## src/rtl/stream_rr_merge_pkg.sv

```systemverilog
// Shared definitions for the stream_rr_merge slice:
// lock state encoding, clog2 helper, default watchdog limit.
package stream_rr_merge_pkg;

  localparam logic [0:0] ST_IDLE   = 1'b0;
  localparam logic [0:0] ST_LOCKED = 1'b1;

  localparam int DEFAULT_TIMEOUT = 1024;

  function automatic int clog2(input int v);
    int r;
    int x;
    r = 0;
    x = v - 1;
    while (x > 0) begin
      r = r + 1;
      x = x >> 1;
    end
    return r;
  endfunction

endpackage

```

## src/rtl/stream_rr_merge_rr_arbiter.sv

```systemverilog
// Combinational round-robin arbiter: first set request
// at or after i_ptr, wrapping modulo CHANNELS.
module rr_arbiter
  import stream_rr_merge_pkg::*;
#(
  parameter int CHANNELS = 4,
  parameter int IDX_W    = 2
) (
  input  logic [CHANNELS-1:0] i_req,
  input  logic [IDX_W-1:0]    i_ptr,
  input  logic                i_en,
  output logic [IDX_W-1:0]    o_grant,
  output logic                o_valid
);

  // Walk from the far end so the nearest hit wins.
  always_comb begin
    o_grant = '0;
    o_valid = 1'b0;
    for (int k = CHANNELS - 1; k >= 0; k--) begin
      automatic int idx = int'(i_ptr) + k;
      if (idx >= CHANNELS) idx = idx - CHANNELS;
      if (i_en && i_req[idx[IDX_W-1:0]]) begin
        o_grant = idx[IDX_W-1:0];
        o_valid = 1'b1;
      end
    end
  end

endmodule

```

## src/rtl/stream_rr_merge.sv

```systemverilog
// Round-robin stb/ack stream merge with optional packet
// lock, output-stall watchdog and sticky exception flags.
module stream_rr_merge
  import stream_rr_merge_pkg::*;
#(
  parameter int CHANNELS    = 4,
  parameter int WIDTH       = 32,
  parameter int PACKET_LOCK = 0,
  parameter int TIMEOUT     = DEFAULT_TIMEOUT,
  localparam int IDX_W =
    (clog2(CHANNELS) > 1) ? clog2(CHANNELS) : 1
) (
  input  logic                      clk,
  input  logic                      rst,
  input  logic [CHANNELS*WIDTH-1:0] input_data,
  input  logic [CHANNELS-1:0]       input_last,
  input  logic [CHANNELS-1:0]       input_stb,
  output logic [CHANNELS-1:0]       input_ack,
  output logic [WIDTH-1:0]          output_data,
  output logic [IDX_W-1:0]          output_chan,
  output logic                      output_last,
  output logic                      output_stb,
  input  logic                      output_ack,
  input  logic [CHANNELS-1:0]       exception_in,
  input  logic                      exception_clr,
  output logic [CHANNELS-1:0]       exception_src,
  output logic                      exception_timeout,
  output logic                      exception
);

  localparam logic [15:0] TO = TIMEOUT[15:0];

  logic                r_out_valid;
  logic [WIDTH-1:0]    r_data;
  logic [IDX_W-1:0]    r_chan;
  logic                r_last;
  logic [IDX_W-1:0]    r_ptr;
  logic [0:0]          r_state;
  logic [IDX_W-1:0]    r_lock_chan;
  logic [15:0]         r_wd_cnt;
  logic [CHANNELS-1:0] r_exc_src;
  logic                r_exc_to;

  logic                w_locked;
  logic [IDX_W-1:0]    w_arb_grant;
  logic                w_arb_valid;
  logic [IDX_W-1:0]    w_grant;
  logic                w_gvalid;
  logic                w_can_accept;
  logic                w_xfer;
  logic [WIDTH-1:0]    w_sel_data;
  logic                w_sel_last;
  logic [IDX_W-1:0]    w_ptr_nxt;
  logic                w_stall;
  logic [15:0]         w_cnt_inc;
  logic                w_wd_hit;
  logic [CHANNELS-1:0] w_ack;

  assign w_locked = (PACKET_LOCK != 0) &&
                    (r_state == ST_LOCKED);

  rr_arbiter #(
    .CHANNELS (CHANNELS),
    .IDX_W    (IDX_W)
  ) u_arb (
    .i_req   (input_stb),
    .i_ptr   (r_ptr),
    .i_en    (!w_locked),
    .o_grant (w_arb_grant),
    .o_valid (w_arb_valid)
  );

  // A locked channel stays granted while its stb is low.
  always_comb begin
    w_grant  = w_arb_grant;
    w_gvalid = w_arb_valid;
    if (w_locked) begin
      w_grant  = r_lock_chan;
      w_gvalid = input_stb[r_lock_chan];
    end
  end

  assign w_can_accept = !r_out_valid || output_ack;
  assign w_xfer = rst && w_gvalid && w_can_accept;

  always_comb begin
    w_sel_data = '0;
    w_sel_last = 1'b0;
    w_ack      = '0;
    for (int i = 0; i < CHANNELS; i++) begin
      if (w_grant == IDX_W'(i)) begin
        w_sel_data = input_data[i*WIDTH +: WIDTH];
        w_sel_last = input_last[i];
        w_ack[i]   = w_xfer;
      end
    end
  end

  assign w_ptr_nxt =
    (w_grant == IDX_W'(CHANNELS - 1)) ? '0
                                      : w_grant + 1'b1;

  always_ff @(posedge clk or negedge rst) begin
    if (!rst) begin
      r_out_valid <= 1'b0;
      r_data      <= '0;
      r_chan      <= '0;
      r_last      <= 1'b0;
      r_ptr       <= '0;
    end else if (w_xfer) begin
      r_out_valid <= 1'b1;
      r_data      <= w_sel_data;
      r_chan      <= w_grant;
      r_last      <= w_sel_last;
      r_ptr       <= w_ptr_nxt;
    end else if (output_ack) begin
      r_out_valid <= 1'b0;
    end
  end

  always_ff @(posedge clk or negedge rst) begin
    if (!rst) begin
      r_state     <= ST_IDLE;
      r_lock_chan <= '0;
    end else if (w_xfer && PACKET_LOCK != 0) begin
      if (!w_locked && !w_sel_last) begin
        r_state     <= ST_LOCKED;
        r_lock_chan <= w_grant;
      end else if (w_locked && w_sel_last) begin
        r_state     <= ST_IDLE;
      end
    end
  end

  // Flag fires on the edge where the count reaches TO.
  assign w_stall   = r_out_valid && !output_ack;
  assign w_cnt_inc = (&r_wd_cnt) ? r_wd_cnt
                                 : r_wd_cnt + 16'd1;
  assign w_wd_hit  = (TIMEOUT != 0) && w_stall &&
                     (w_cnt_inc == TO);

  always_ff @(posedge clk or negedge rst) begin
    if (!rst) begin
      r_wd_cnt  <= '0;
      r_exc_src <= '0;
      r_exc_to  <= 1'b0;
    end else begin
      r_wd_cnt  <= w_stall ? w_cnt_inc : 16'd0;
      r_exc_src <= (r_exc_src &
                    {CHANNELS{!exception_clr}}) |
                   exception_in;
      r_exc_to  <= (r_exc_to && !exception_clr) ||
                   w_wd_hit;
    end
  end

  assign input_ack         = w_ack;
  assign output_data       = r_data;
  assign output_chan       = r_chan;
  assign output_last       = r_last;
  assign output_stb        = r_out_valid;
  assign exception_src     = r_exc_src;
  assign exception_timeout = r_exc_to;
  assign exception         = (|r_exc_src) || r_exc_to;

endmodule

```

## config.mk

```make
export PLATFORM = sky130hd
export DESIGN_NAME = stream_rr_merge
export DESIGN_NICKNAME = d
export VERILOG_FILES = /design/src/rtl/stream_rr_merge_pkg.sv /design/src/rtl/stream_rr_merge_rr_arbiter.sv /design/src/rtl/stream_rr_merge.sv
export SDC_FILE = /design/constraint.sdc
export NUM_CORES = 1
export LEC_CHECK = 0
export ABC_AREA = 1
export BUFFER_PORTS_ARGS = -buffer_cell sky130_fd_sc_hd__buf_2
export CAP_MARGIN = 5
export CORE_MARGIN = 5
export CORE_UTILIZATION = 43
export CTS_BUF_LIST = sky130_fd_sc_hd__clkbuf_4 sky130_fd_sc_hd__clkbuf_8 sky130_fd_sc_hd__clkbuf_16
export CTS_CLUSTER_SIZE = 12
export DETAILED_ROUTE_END_ITERATION = 10
export PLACE_DENSITY = 0.78
export SYNTH_ARGS = -nofsm -noshare
export SYNTH_HDL_FRONTEND = slang
export SYNTH_SLANG_ARGS = --single-unit
```

## constraint.sdc

```tcl
create_clock -name clk -period 2.8 [get_ports clk]
set_clock_uncertainty 0.15 [all_clocks]
set_input_delay 0.14 -clock clk [delete_from_list [all_inputs] [get_ports clk]]
set_output_delay 0.14 -clock clk [all_outputs]
set_load 0.05 [all_outputs]
```

==> flow_metrics.py <==
metrics = {
    "status": {
        "status": "finished with violations",
        "violations": "negative setup slack",
    },
    "logic_synthesis": {
        "synth_top_family_by_area": "simple AND/OR/NAND/NOR gates",
        "synth-simple-area-share": 0.359,
        "yosysMostFrequentCell": "nand2_1",
        "yosysWarnings": 0,
        "yosys.area.top_type": "dfrtp_1",
        "async_flop_share": 1.00,
        "synthTopCellsByArea": "dfrtp_1 (37%), nand2_1 (22%), o21ai_0 (8.5%)",
        "synth_compound_area_frac": 0.161,
        "yosys_register_bits": 59,
        "netlist_top_cells_count": "nand2_1 (233), o21ai_0 (68), dfrtp_1 (59), nand3_1 (51), nor2_1 (37)",
        "synth-xor-area-share": 0.0147,
        "synthAdderAreaFrac": 0.0156,
        "avgSynthCellArea_sq_um": 6.59,
        "synthDominantCellAreaShare": 0.368,
        "synth_ff_type": "dfrtp_1",
        "syn-cell-area_sq_um": 4010,
        "synth.distinct_cells": 34,
        "ys_seq_area_frac": 0.368,
        "synth_edf_count": 0,
        "synthesis.instances": 609,
        "synth_nets": 758,
        "yosys-mux-area-fraction": 0,
    },
    "power_and_ir_drop": {
        "leakagePower_nw": 3.21,
        "combPwrFrac": 0.732,
        "power_density_nw_per_um2": 1450,
        "seqPwrFrac": 0.152,
        "p_int_mw": 4.19,
        "swShare": 0.522,
        "switchingPower_mw": 4.57,
        "ir_drop_mv": 0.947,
        "p_clk_frac": 0.116,
    },
    "placed_design": {
        "io_buffers": 189,
        "dp_slack_ns": -0.0558,
        "hpwl_mm": 10.5,
        "globalplace.congestion": 0.921,
    },
    "route": {
        "detail_route.iter0.violations": 276,
        "viasPerCell": 5.38,
        "first_pass_iters": 5,
        "drc": 0,
        "finalWirelength_mm": 15.7,
        "ant_nets": 0,
        "vias": 5151,
        "routedWlPerCell_um": 16.4,
    },
    "timing": {
        "period_share": 1.00,
        "report.final.hold_viol_count": 0,
        "rsz0062_at_grt": "yes",
        "clock.fmax_mhz": 356,
        "period_needed_ns": 2.81,
        "slew_viol_final": 0,
        "max-slew-margin-rel": 0.504,
        "fin_tns_setup_ns": -0.00999,
        "setup_ws_ns": -0.00999,
        "worst_pin_slew_ns": 0.744,
        "setup_viol": 1,
    },
    "layout": {
        "area_growth_pct": 50.7,
        "regArea_sq_um": 1480,
        "n_fill_cell": 745,
        "nets": 987,
        "drive_gt1_frac": 0.318,
        "multi_input_area_sq_um": 2340,
    },
    "min_path": {
        "worstHoldPathType": "in2reg",
    },
    "clocking": {
        "cts_inserted_buffers": 9,
        "cts_buffer_depth": 2,
        "root_buffer": "clkbuf_8",
        "htreeDepth": 3,
        "cts_tree": "yes",
        "clock_latency_ns": 0.34,
        "cts.sink_count": 59,
        "clkSlewWorstSetupHoldPaths_ns": 0.07,
    },
    "floorplanning": {
        "die_y_um": 107,
        "core_sq_um": 9150,
        "die_area_sq_um": 11400,
        "io_pins": 190,
        "start_util": 0.438,
        "rows": 35,
        "fp.dieW_um": 107,
    },
    "global_routing": {
        "overflow": 0,
        "grt_antenna_before_repair": 5,
        "grt_pass1_vias": 5235,
        "grt_pass1_wl_mm": 24.4,
        "groute.usage.overall": 0.270,
        "grt_max_degree": 60,
    },
    "setup_path": {
        "cp-start-kind": "register",
        "cp-end-kind": "output port",
        "path_class": "reg2out",
        "cp_max_fo": 17,
        "worstPathRequired_ns": 2.51,
        "cp.arrival_ns": 2.52,
    },
    "job": {
        "maxCapViolCount": 0,
    },
}
[layer usage]
| layer | part of all wire | vias up | global-route usage | wire length (um) |
|---|---|---|---|---|
| li1 | - | 2439 | - | - |
| met3 | 0.081 | 69 | 0.0662 | 1280 |
| met2 | 0.51 | 284 | 0.478 | 8040 |
| met1 | 0.36 | 2355 | 0.294 | 5590 |
| met5 | 0.0013 | - | 0 | 21 |
| met4 | 0.049 | 4 | 0.150 | 775 |
[sequential cells by signal, indices dropped and copies added (netlist names)]
register	flops
output_stb	1
exception_src	4
exception_timeout	1
output_data	32
r_ptr	2
r_wd_cnt	16
output_chan	2
output_last	1
[metrics by stage]
stage | cell area [sq um] | hold slack [ns] | utilization | instances | power [mW]
final | 6050 | 0.0243 | 0.661 | 957 | 8.76
after global routing | 6050 | 0.0670 | 0.661 | 957 | 9.42
after CTS | 5870 | 0.000504 | 0.642 | 946 | 8.15
after detailed placement | 5060 | 0.176 | 0.553 | 886 | 6.57
after global placement | 5060 | 0.169 | 0.553 | 886 | 6.44
after floorplan | 4020 | -0.306 | - | 609 | 5.16
[layout make-up]
class	count	area share
Tap cell	111	0.0230
Clock buffer	12	0.0273
Antenna cell	3	0.00124
Multi-Input combinational cell	477	0.387
Sequential cell	59	0.245
Inverter	38	0.0252
Timing Repair Buffer	253	0.276
Clock inverter	4	0.0157
[layout by cell type (no fill, tap or decap), types with 4 or more instances in the layout]
| master | instances |
|---|---|
| a21oi_1 | 35 |
| a31oi_1 | 4 |
| buf_12 | 5 |
| buf_2 | 185 |
| buf_4 | 17 |
| clkbuf_8 | 12 |
| dfrtp_1 | 57 |
| dlygate4sd3_1 | 40 |
| ha_4 | 4 |
| inv_1 | 32 |
| inv_4 | 4 |
| nand2_1 | 229 |
| nand2_2 | 6 |
| nand3_1 | 49 |
| nand4_1 | 8 |
| nor2_1 | 34 |
| o21ai_0 | 60 |
| o21ai_1 | 14 |
| o21ai_2 | 4 |
[critical path, stage by stage (launching register included)]
cell and delay (ns):
dfrtp_2 0.50, nand2_1 0.12, o21ai_2 0.08, nand2_2 0.12, o21ai_2 0.09, or2_2 0.29, nand3_1 0.09, nand2_2 0.12
inv_4 0.11, ha_4 0.17, inv_4 0.05, buf_12 0.15, nor2_4 0.12, buf_8 0.16
[path summary, 6_finish.rpt]
| kind | end | slack (ns) | startpoint | cells past startpoint |
|---|---|---|---|---|
| max | input_ack[1] | -0.01 | r_ptr[0] | 13 |
| min | output_data[1] | 0.02 | input_data[97] | 5 |
| max reg2reg | output_data[16] | 0.04 | r_ptr[0] | 16 |
| min reg2reg | output_data[10] | 0.32 | output_data[10] | 2 |
| max in group asynchronous | r_ptr[0] | 1.56 | rst | 3 |
| min in group asynchronous | r_wd_cnt[7] | 0.39 | rst | 3 |
[power by group through the flow]
stage / Sequential [mW] / Combinational (mW) / Clock, mW
6_report: 1.33 / 6.41 / 1.02
2_1_floorplan: 2.07 / 3.09 / 0
4_1_cts: 1.32 / 5.81 / 1.02
3_5_place_dp: 1.32 / 5.25 / 0
3_3_place_gp: 1.31 / 5.13 / 0
5_1_grt: 1.36 / 7.00 / 1.06
[cells by family (layout without fill, tap and decap cells)]
kind of cell,count (synthesis),in the layout
XOR/XNOR,5,5
buffers and inverters,73,307
AND/OR/NAND/NOR,343,343
AO/OA/AOI/OAI,124,124
flip-flops,59,59
other,0,3
adder cells (fa/ha/maj),5,5
[what timing repair did]
action / 4_1_cts / 5_1_grt
setup endpoints to repair: 37 / 37
cloned: 2 / 0
hold endpoints to repair: 97 / 0
gates resized for setup: 23 / 30
pin swaps: 3 / 8
buffers inserted: 2 / 8
hold buffers: 40 / 0
(Power assumes the default switching activity.)
